## src/rtl/adc_scan_sequencer.sv

```systemverilog
// rtl/adc_scan_sequencer.sv - periodic conversion and readout sequencer for AD7864 ADCs on a shared bus
//
// Purpose: divides clkin into a sample tick and, on each tick, issues one
// common conversion start, waits for every device to drop BUSY, then reads
// CH_NO channels from each of CHIP_NO devices (chip-major) and presents each
// sample as a 16-bit word with a valid/ready handshake.
//
// Ports:
//   clkin        in   single clock, all logic on its rising edge
//   rst          in   synchronous, active-high reset
//   run          in   level; 1 enables periodic scanning
//   busy         in   per-device BUSY, active high
//   db           in   shared 12-bit data bus
//   convst_bar   out  common conversion start, active low
//   cs_bar       out  one-hot-low device select, low only during rd_bar low
//   rd_bar       out  read strobe, active low
//   word         out  {chip[1:0], ch[1:0], data[11:0]}
//   word_valid   out  word holds a valid sample
//   word_ready   in   downstream accepts word
//   frame_start  out  one-cycle pulse on the first word of a scan
//   overrun      out  sticky: tick arrived while a scan was in progress
//   busy_err     out  sticky: BUSY did not release in time
module adc_scan_sequencer #(
  parameter int CHIP_NO  = 4,
  parameter int CH_NO    = 4,
  parameter int RATE_DIV = 1500,
  parameter int CONV_LOW = 3,
  parameter int RD_LOW   = 3,
  parameter int BUSY_TMO = 255
) (
  input  logic               clkin,
  input  logic               rst,
  input  logic               run,
  input  logic [CHIP_NO-1:0] busy,
  input  logic [11:0]        db,
  output logic               convst_bar,
  output logic [CHIP_NO-1:0] cs_bar,
  output logic               rd_bar,
  output logic [15:0]        word,
  output logic               word_valid,
  input  logic               word_ready,
  output logic               frame_start,
  output logic               overrun,
  output logic               busy_err
);

  localparam int DIV_W  = (RATE_DIV > 1) ? $clog2(RATE_DIV) : 1;
  localparam int PH_MAX = (BUSY_TMO > CONV_LOW)
                          ? ((BUSY_TMO > RD_LOW) ? BUSY_TMO : RD_LOW)
                          : ((CONV_LOW > RD_LOW) ? CONV_LOW : RD_LOW);
  localparam int PH_W   = $clog2(PH_MAX + 1);

  localparam logic [DIV_W-1:0] DIV_LAST  = DIV_W'(RATE_DIV - 1);
  localparam logic [PH_W-1:0]  CONV_LAST = PH_W'(CONV_LOW - 1);
  localparam logic [PH_W-1:0]  RD_LAST   = PH_W'(RD_LOW - 1);
  localparam logic [PH_W-1:0]  TMO_LAST  = PH_W'(BUSY_TMO - 1);
  localparam logic [1:0]       CHIP_LAST = 2'(CHIP_NO - 1);
  localparam logic [1:0]       CH_LAST   = 2'(CH_NO - 1);

  typedef enum logic [2:0] {
    IDLE,
    CONV,
    WAIT_BUSY,
    READ,
    PUSH,
    NEXT
  } state_t;

  state_t           state_q, state_d;
  logic [DIV_W-1:0] div_q, div_d;
  logic [PH_W-1:0]  ph_q, ph_d;        // cycles spent in the current state
  logic [1:0]       chip_q, chip_d;
  logic [1:0]       ch_q, ch_d;
  logic [15:0]      word_q, word_d;
  logic             overrun_q, overrun_d;
  logic             busy_err_q, busy_err_d;
  logic             tick;

  assign word     = word_q;
  assign overrun  = overrun_q;
  assign busy_err = busy_err_q;

  // Sample-rate divider: held at 0 while run is low so the first tick after
  // enabling comes a full period later.
  always_comb begin
    div_d = div_q;
    tick  = 1'b0;
    if (!run) begin
      div_d = '0;
    end else if (div_q == DIV_LAST) begin
      div_d = '0;
      tick  = 1'b1;
    end else begin
      div_d = div_q + 1'b1;
    end
  end

  always_comb begin
    state_d     = state_q;
    ph_d        = ph_q;
    chip_d      = chip_q;
    ch_d        = ch_q;
    word_d      = word_q;
    // A tick is only honoured in IDLE; anywhere else, including the final
    // NEXT cycle of a scan, it is dropped and flagged.
    overrun_d   = overrun_q | (tick & (state_q != IDLE));
    busy_err_d  = busy_err_q;
    convst_bar  = 1'b1;
    cs_bar      = '1;
    rd_bar      = 1'b1;
    word_valid  = 1'b0;
    frame_start = 1'b0;

    case (state_q)
      IDLE: begin
        ph_d   = '0;
        chip_d = '0;
        ch_d   = '0;
        if (tick) begin
          state_d = CONV;
        end
      end

      CONV: begin
        convst_bar = 1'b0;
        if (ph_q == CONV_LAST) begin
          ph_d    = '0;
          state_d = WAIT_BUSY;
        end else begin
          ph_d = ph_q + 1'b1;
        end
      end

      // Cycle 0 ignores busy: the devices need a cycle after convst_bar
      // rises before BUSY is meaningful. A release on the last allowed
      // cycle still wins over the timeout.
      WAIT_BUSY: begin
        if ((ph_q != '0) && (busy == '0)) begin
          ph_d    = '0;
          state_d = READ;
        end else if (ph_q == TMO_LAST) begin
          busy_err_d = 1'b1;
          ph_d       = '0;
          state_d    = IDLE;
        end else begin
          ph_d = ph_q + 1'b1;
        end
      end

      READ: begin
        rd_bar = 1'b0;
        cs_bar = ~(CHIP_NO'(1) << chip_q);
        if (ph_q == RD_LAST) begin
          word_d  = {chip_q, ch_q, db};
          ph_d    = '0;
          state_d = PUSH;
        end else begin
          ph_d = ph_q + 1'b1;
        end
      end

      // ph_q marks whether this is the first PUSH cycle so frame_start
      // does not repeat while the consumer stalls.
      PUSH: begin
        word_valid  = 1'b1;
        frame_start = (ph_q == '0) && (chip_q == 2'd0) && (ch_q == 2'd0);
        if (word_ready) begin
          ph_d    = '0;
          state_d = NEXT;
        end else begin
          ph_d = PH_W'(1);
        end
      end

      NEXT: begin
        if (ch_q == CH_LAST) begin
          ch_d = '0;
          if (chip_q == CHIP_LAST) begin
            chip_d  = '0;
            state_d = IDLE;
          end else begin
            chip_d  = chip_q + 2'd1;
            state_d = READ;
          end
        end else begin
          ch_d    = ch_q + 2'd1;
          state_d = READ;
        end
      end

      default: begin
        state_d = IDLE;
      end
    endcase
  end

  always_ff @(posedge clkin) begin
    if (rst) begin
      state_q    <= IDLE;
      div_q      <= '0;
      ph_q       <= '0;
      chip_q     <= '0;
      ch_q       <= '0;
      word_q     <= '0;
      overrun_q  <= 1'b0;
      busy_err_q <= 1'b0;
    end else begin
      state_q    <= state_d;
      div_q      <= div_d;
      ph_q       <= ph_d;
      chip_q     <= chip_d;
      ch_q       <= ch_d;
      word_q     <= word_d;
      overrun_q  <= overrun_d;
      busy_err_q <= busy_err_d;
    end
  end

endmodule
```

## config.mk

```make
export PLATFORM = sky130hd
export DESIGN_NAME = adc_scan_sequencer
export DESIGN_NICKNAME = d
export VERILOG_FILES = /design/src/rtl/adc_scan_sequencer.sv
export SDC_FILE = /design/constraint.sdc
export NUM_CORES = 1
export LEC_CHECK = 0
export CORE_MARGIN = 2
export CORE_UTILIZATION = 51
export CTS_CLUSTER_SIZE = 24
export DETAILED_ROUTE_END_ITERATION = 8
export GPL_TIMING_DRIVEN = 0
export PLACE_DENSITY = 0.8
export SETUP_SLACK_MARGIN = 0.05
export SLEW_MARGIN = 30
export SYNTH_ARGS = -nofsm -noshare
export SYNTH_HDL_FRONTEND = slang
export SYNTH_SLANG_ARGS = --single-unit
```

## constraint.sdc

```tcl
create_clock -name clkin -period 2.05 [get_ports clkin]
set_input_delay 0.41 -clock clkin [delete_from_list [all_inputs] [get_ports clkin]]
set_output_delay 0.41 -clock clkin [all_outputs]
set_load 0.01 [all_outputs]
```

==> summary.txt <==
Outcome
  • Status: finished, final reports clean

Timing
  • Clock skew: 0.00624 ns
  • Final setup vio count: 0
  • RSZ-0062 raised after global routing: true
  • Fin Hold WS: around 0.45 ns
  • Final Max Tran Viols: 0
  • Worst-Margin Slew: around 0.65 ns
  • Hold Fails Final Rpt: 0
  • Rel. slew slack: 0.566
  • Fmax: 0.511 GHz
  • Setup_tns: 0 ns
  • Fin crit share: 0.954
  • Worst setup margin: 0.0935 ns
  • Min Tclk post-route: 1.96 ns

Worst setup path
  • CP max FO: 6
  • WP data arrival: 1.55 ns
  • CP Launch Type: register
  • R2R setup slack: approximately 0.24 ns
  • Critical Path End Type: output port
  • Worst setup startpoint: chip_q[0]
  • Worst R2R End: word[11]
  • Worst r2r src: ph_q[7]
  • Critical path capture point: cs_bar[0]
  • Reg2Reg Depth: 8
  • Critical Path RT: around 1.6 ns
  • CP Class: register to output port

Logic synthesis
  • Cells after Synth: 257
  • EDFF count, synth: 0
  • Distinct cells, synth: 52
  • Syn avg cell area: around 8.5 um^2
  • Largest cells by area after synthesis: dfxtp_1, nand2_1, nor2_1
  • Dominant synthesized flop cell: dfxtp_1
  • Post-synth top area cell: dfxtp_1
  • Area share of the largest cell type after synthesis: 0.402
  • Number of synthesized register bits: 44
  • Syn nets: 287
  • Synthesized area: 2190 um^2
  • Warnings from Yosys: 0
  • Register area share after synthesis: 0.402
  • Asr flop ratio synth: 0

Clocking
  • CTS Buf Count: 5
  • Max H-tree Level: 2
  • Root buffer cell: clkbuf_8
  • Worst-Skew Late Latency: 0.30 ns
  • CTS Hold Buffers Added: 0
  • TritonCTS clock tree: done
  • Worst-path clk slew: 0.08 ns
  • Clock tree sinks: 44
  • Clk buf depth: 2

Detailed routing
  • DR vias/cell: ~5.2
  • DR iter-0 viols: between 70 and 80
  • Vias: about 1900
  • Post-Route WL: between 4000 and 5000 um
  • Wire per inst: roughly 13 um
  • Antenna-violating nets left: 0
  • First drt pass iteration count: 4
  • DRC: 0

Floorplanning
  • Rows: 23
  • Total die area: a little under 5000 um^2
  • Initial Util: 0.540
  • Chip Width: around 70 um
  • CORE AREA: between 4000 and 5000 um^2
  • Die height: 69.5 um
  • I/O Pins: 46

Final layout
  • Syn-to-layout area delta: 29.6%
  • Share of post-route cells with drive strength above 1: 0.179
  • Commonest non-fill, non-tap cell in the layout: nand2_1
  • Fillers: approximately 350
  • Nets: around 340
  • Commonest non-fill, non-tap cells in the layout: nand2_1, dfxtp_1, clkdlybuf4s50_1
  • Antenna cells: 0
  • Final Instance Area: 2840 um^2

Pwr
  • Pwr Total: roughly 1.5 mW
  • Power Density: 522 nW/um^2
  • LEAKAGE: between 1 and 1.5 nW
  • Worst vdd rail ir drop: roughly 0.40 mV

Global routing
  • GR met1 Demand/Resource: 0.264
  • Pin count of the biggest net entering global routing: 13
  • Met3 usage: 0.0451
  • Global routing's busiest layer: met2
  • Global-route wire length before repair: 8250 um
  • Initial antenna violation count: 0
  • Vias in the first global route: 1869
  • GRT Overall Usage: 0.203
  • Grt total ovfl: 0
  • Met2 usage: 0.332

Place
  • Post-detail-place hpwl: 3330 um
  • Placer Congestion: 0.772
  • Port Buffer Count: between 40 and 50
  • Setup slack at placement: -0.173 ns
  • Area post-placement: between 2000 and 3000 um^2

Worst hold path
  • Hold Path Class: register to register

Job
  • Number of max-cap violations: 0
metal layers:
layer	vias to the layer above	part of all wire
li1	967	-
met5	-	0
met4	0	0.013
met3	5	0.035
met2	26	0.47
met1	872	0.48
how the worst min path moves through the flow:
stage | end | start | slack [ns] | depth (start not counted)
after floorplan | div_q[0] | div_q[0] | 0.42 | 1
after global placement | div_q[0] | div_q[0] | 0.43 | 1
after detailed placement | div_q[0] | div_q[0] | 0.44 | 1
after CTS | div_q[0] | div_q[0] | 0.45 | 1
after global routing | div_q[0] | div_q[0] | 0.47 | 1
final | div_q[0] | div_q[0] | 0.45 | 1
power by group:
group	internal [mW]	switching, mW	leakage [nW]	total [mW]
registers	0.853	0.00124	0.357	0.854
logic	0.0352	0.0235	0.599	0.0587
clock network	0.275	0.294	0.0455	0.570
metrics by stage:
step	util	std cells
final	0.700	362
after global routing	0.700	362
after CTS	0.699	362
after detailed placement	0.664	351
after global placement	0.664	351
after floorplan	-	257
kinds of logic after synthesis:
logic type	count (synthesis)	synth area share
AND/OR/NAND/NOR	125	0.291
flip-flops	44	0.402
AO/OA/AOI/OAI	42	0.138
buffers and inverters	20	0.0474
XOR/XNOR	15	0.0600
adder cells (fa/ha/maj)	10	0.0571
multiplexers	1	0.00457
critical path, stage by stage (launching register included):
cell	delay (ns)
dfxtp_4	0.39
inv_1	0.06
ha_1	0.21
nand2_1	0.06
clkdlybuf4s50_1	0.52
synthesized netlist by cell type (2+ instances only):
library cell / n
dfxtp_1: 44
nand2_1: 42
nor2_1: 34
a21oi_1: 13
a21oi_2: 10
ha_1: 10
inv_1: 9
nand3_1: 9
xor2_1: 9
nand2_2: 8
clkbuf_1: 6
xnor2_1: 6
and3_1: 5
o21ai_0: 4
a21o_1: 3
nor3_1: 3
a22oi_1: 2
and4_1: 2
buf_2: 2
nand2_4: 2
nand2b_1: 2
or3_1: 2
area by class of cell:
type | count | area (um^2) | area share
plain buffers | 10 | 75.1 | 0.0264
clock buffers | 8 | 90.1 | 0.0317
inverters | 10 | 40.0 | 0.0141
multi-input cells | 193 | 1220 | 0.431
flip-flops and latches | 44 | 891 | 0.314
well taps | 50 | 62.6 | 0.0220
repair buffers | 47 | 457 | 0.161
timing repair:
| item | 4_1_cts | 5_1_grt |
|---|---|---|
| setup buffers | 3 | 0 |
| pin swaps | 2 | 0 |
| resized for setup | 20 | 5 |
| endpoints found under the setup margin | 8 | 4 |
flip-flops by register name, indices dropped and copies added (netlist names):
signal and flops:
word 16, div_q 11, ph_q 8, state_q 3, ch_q 2, chip_q 2, busy_err 1, overrun 1
(Power assumes the default switching activity.)
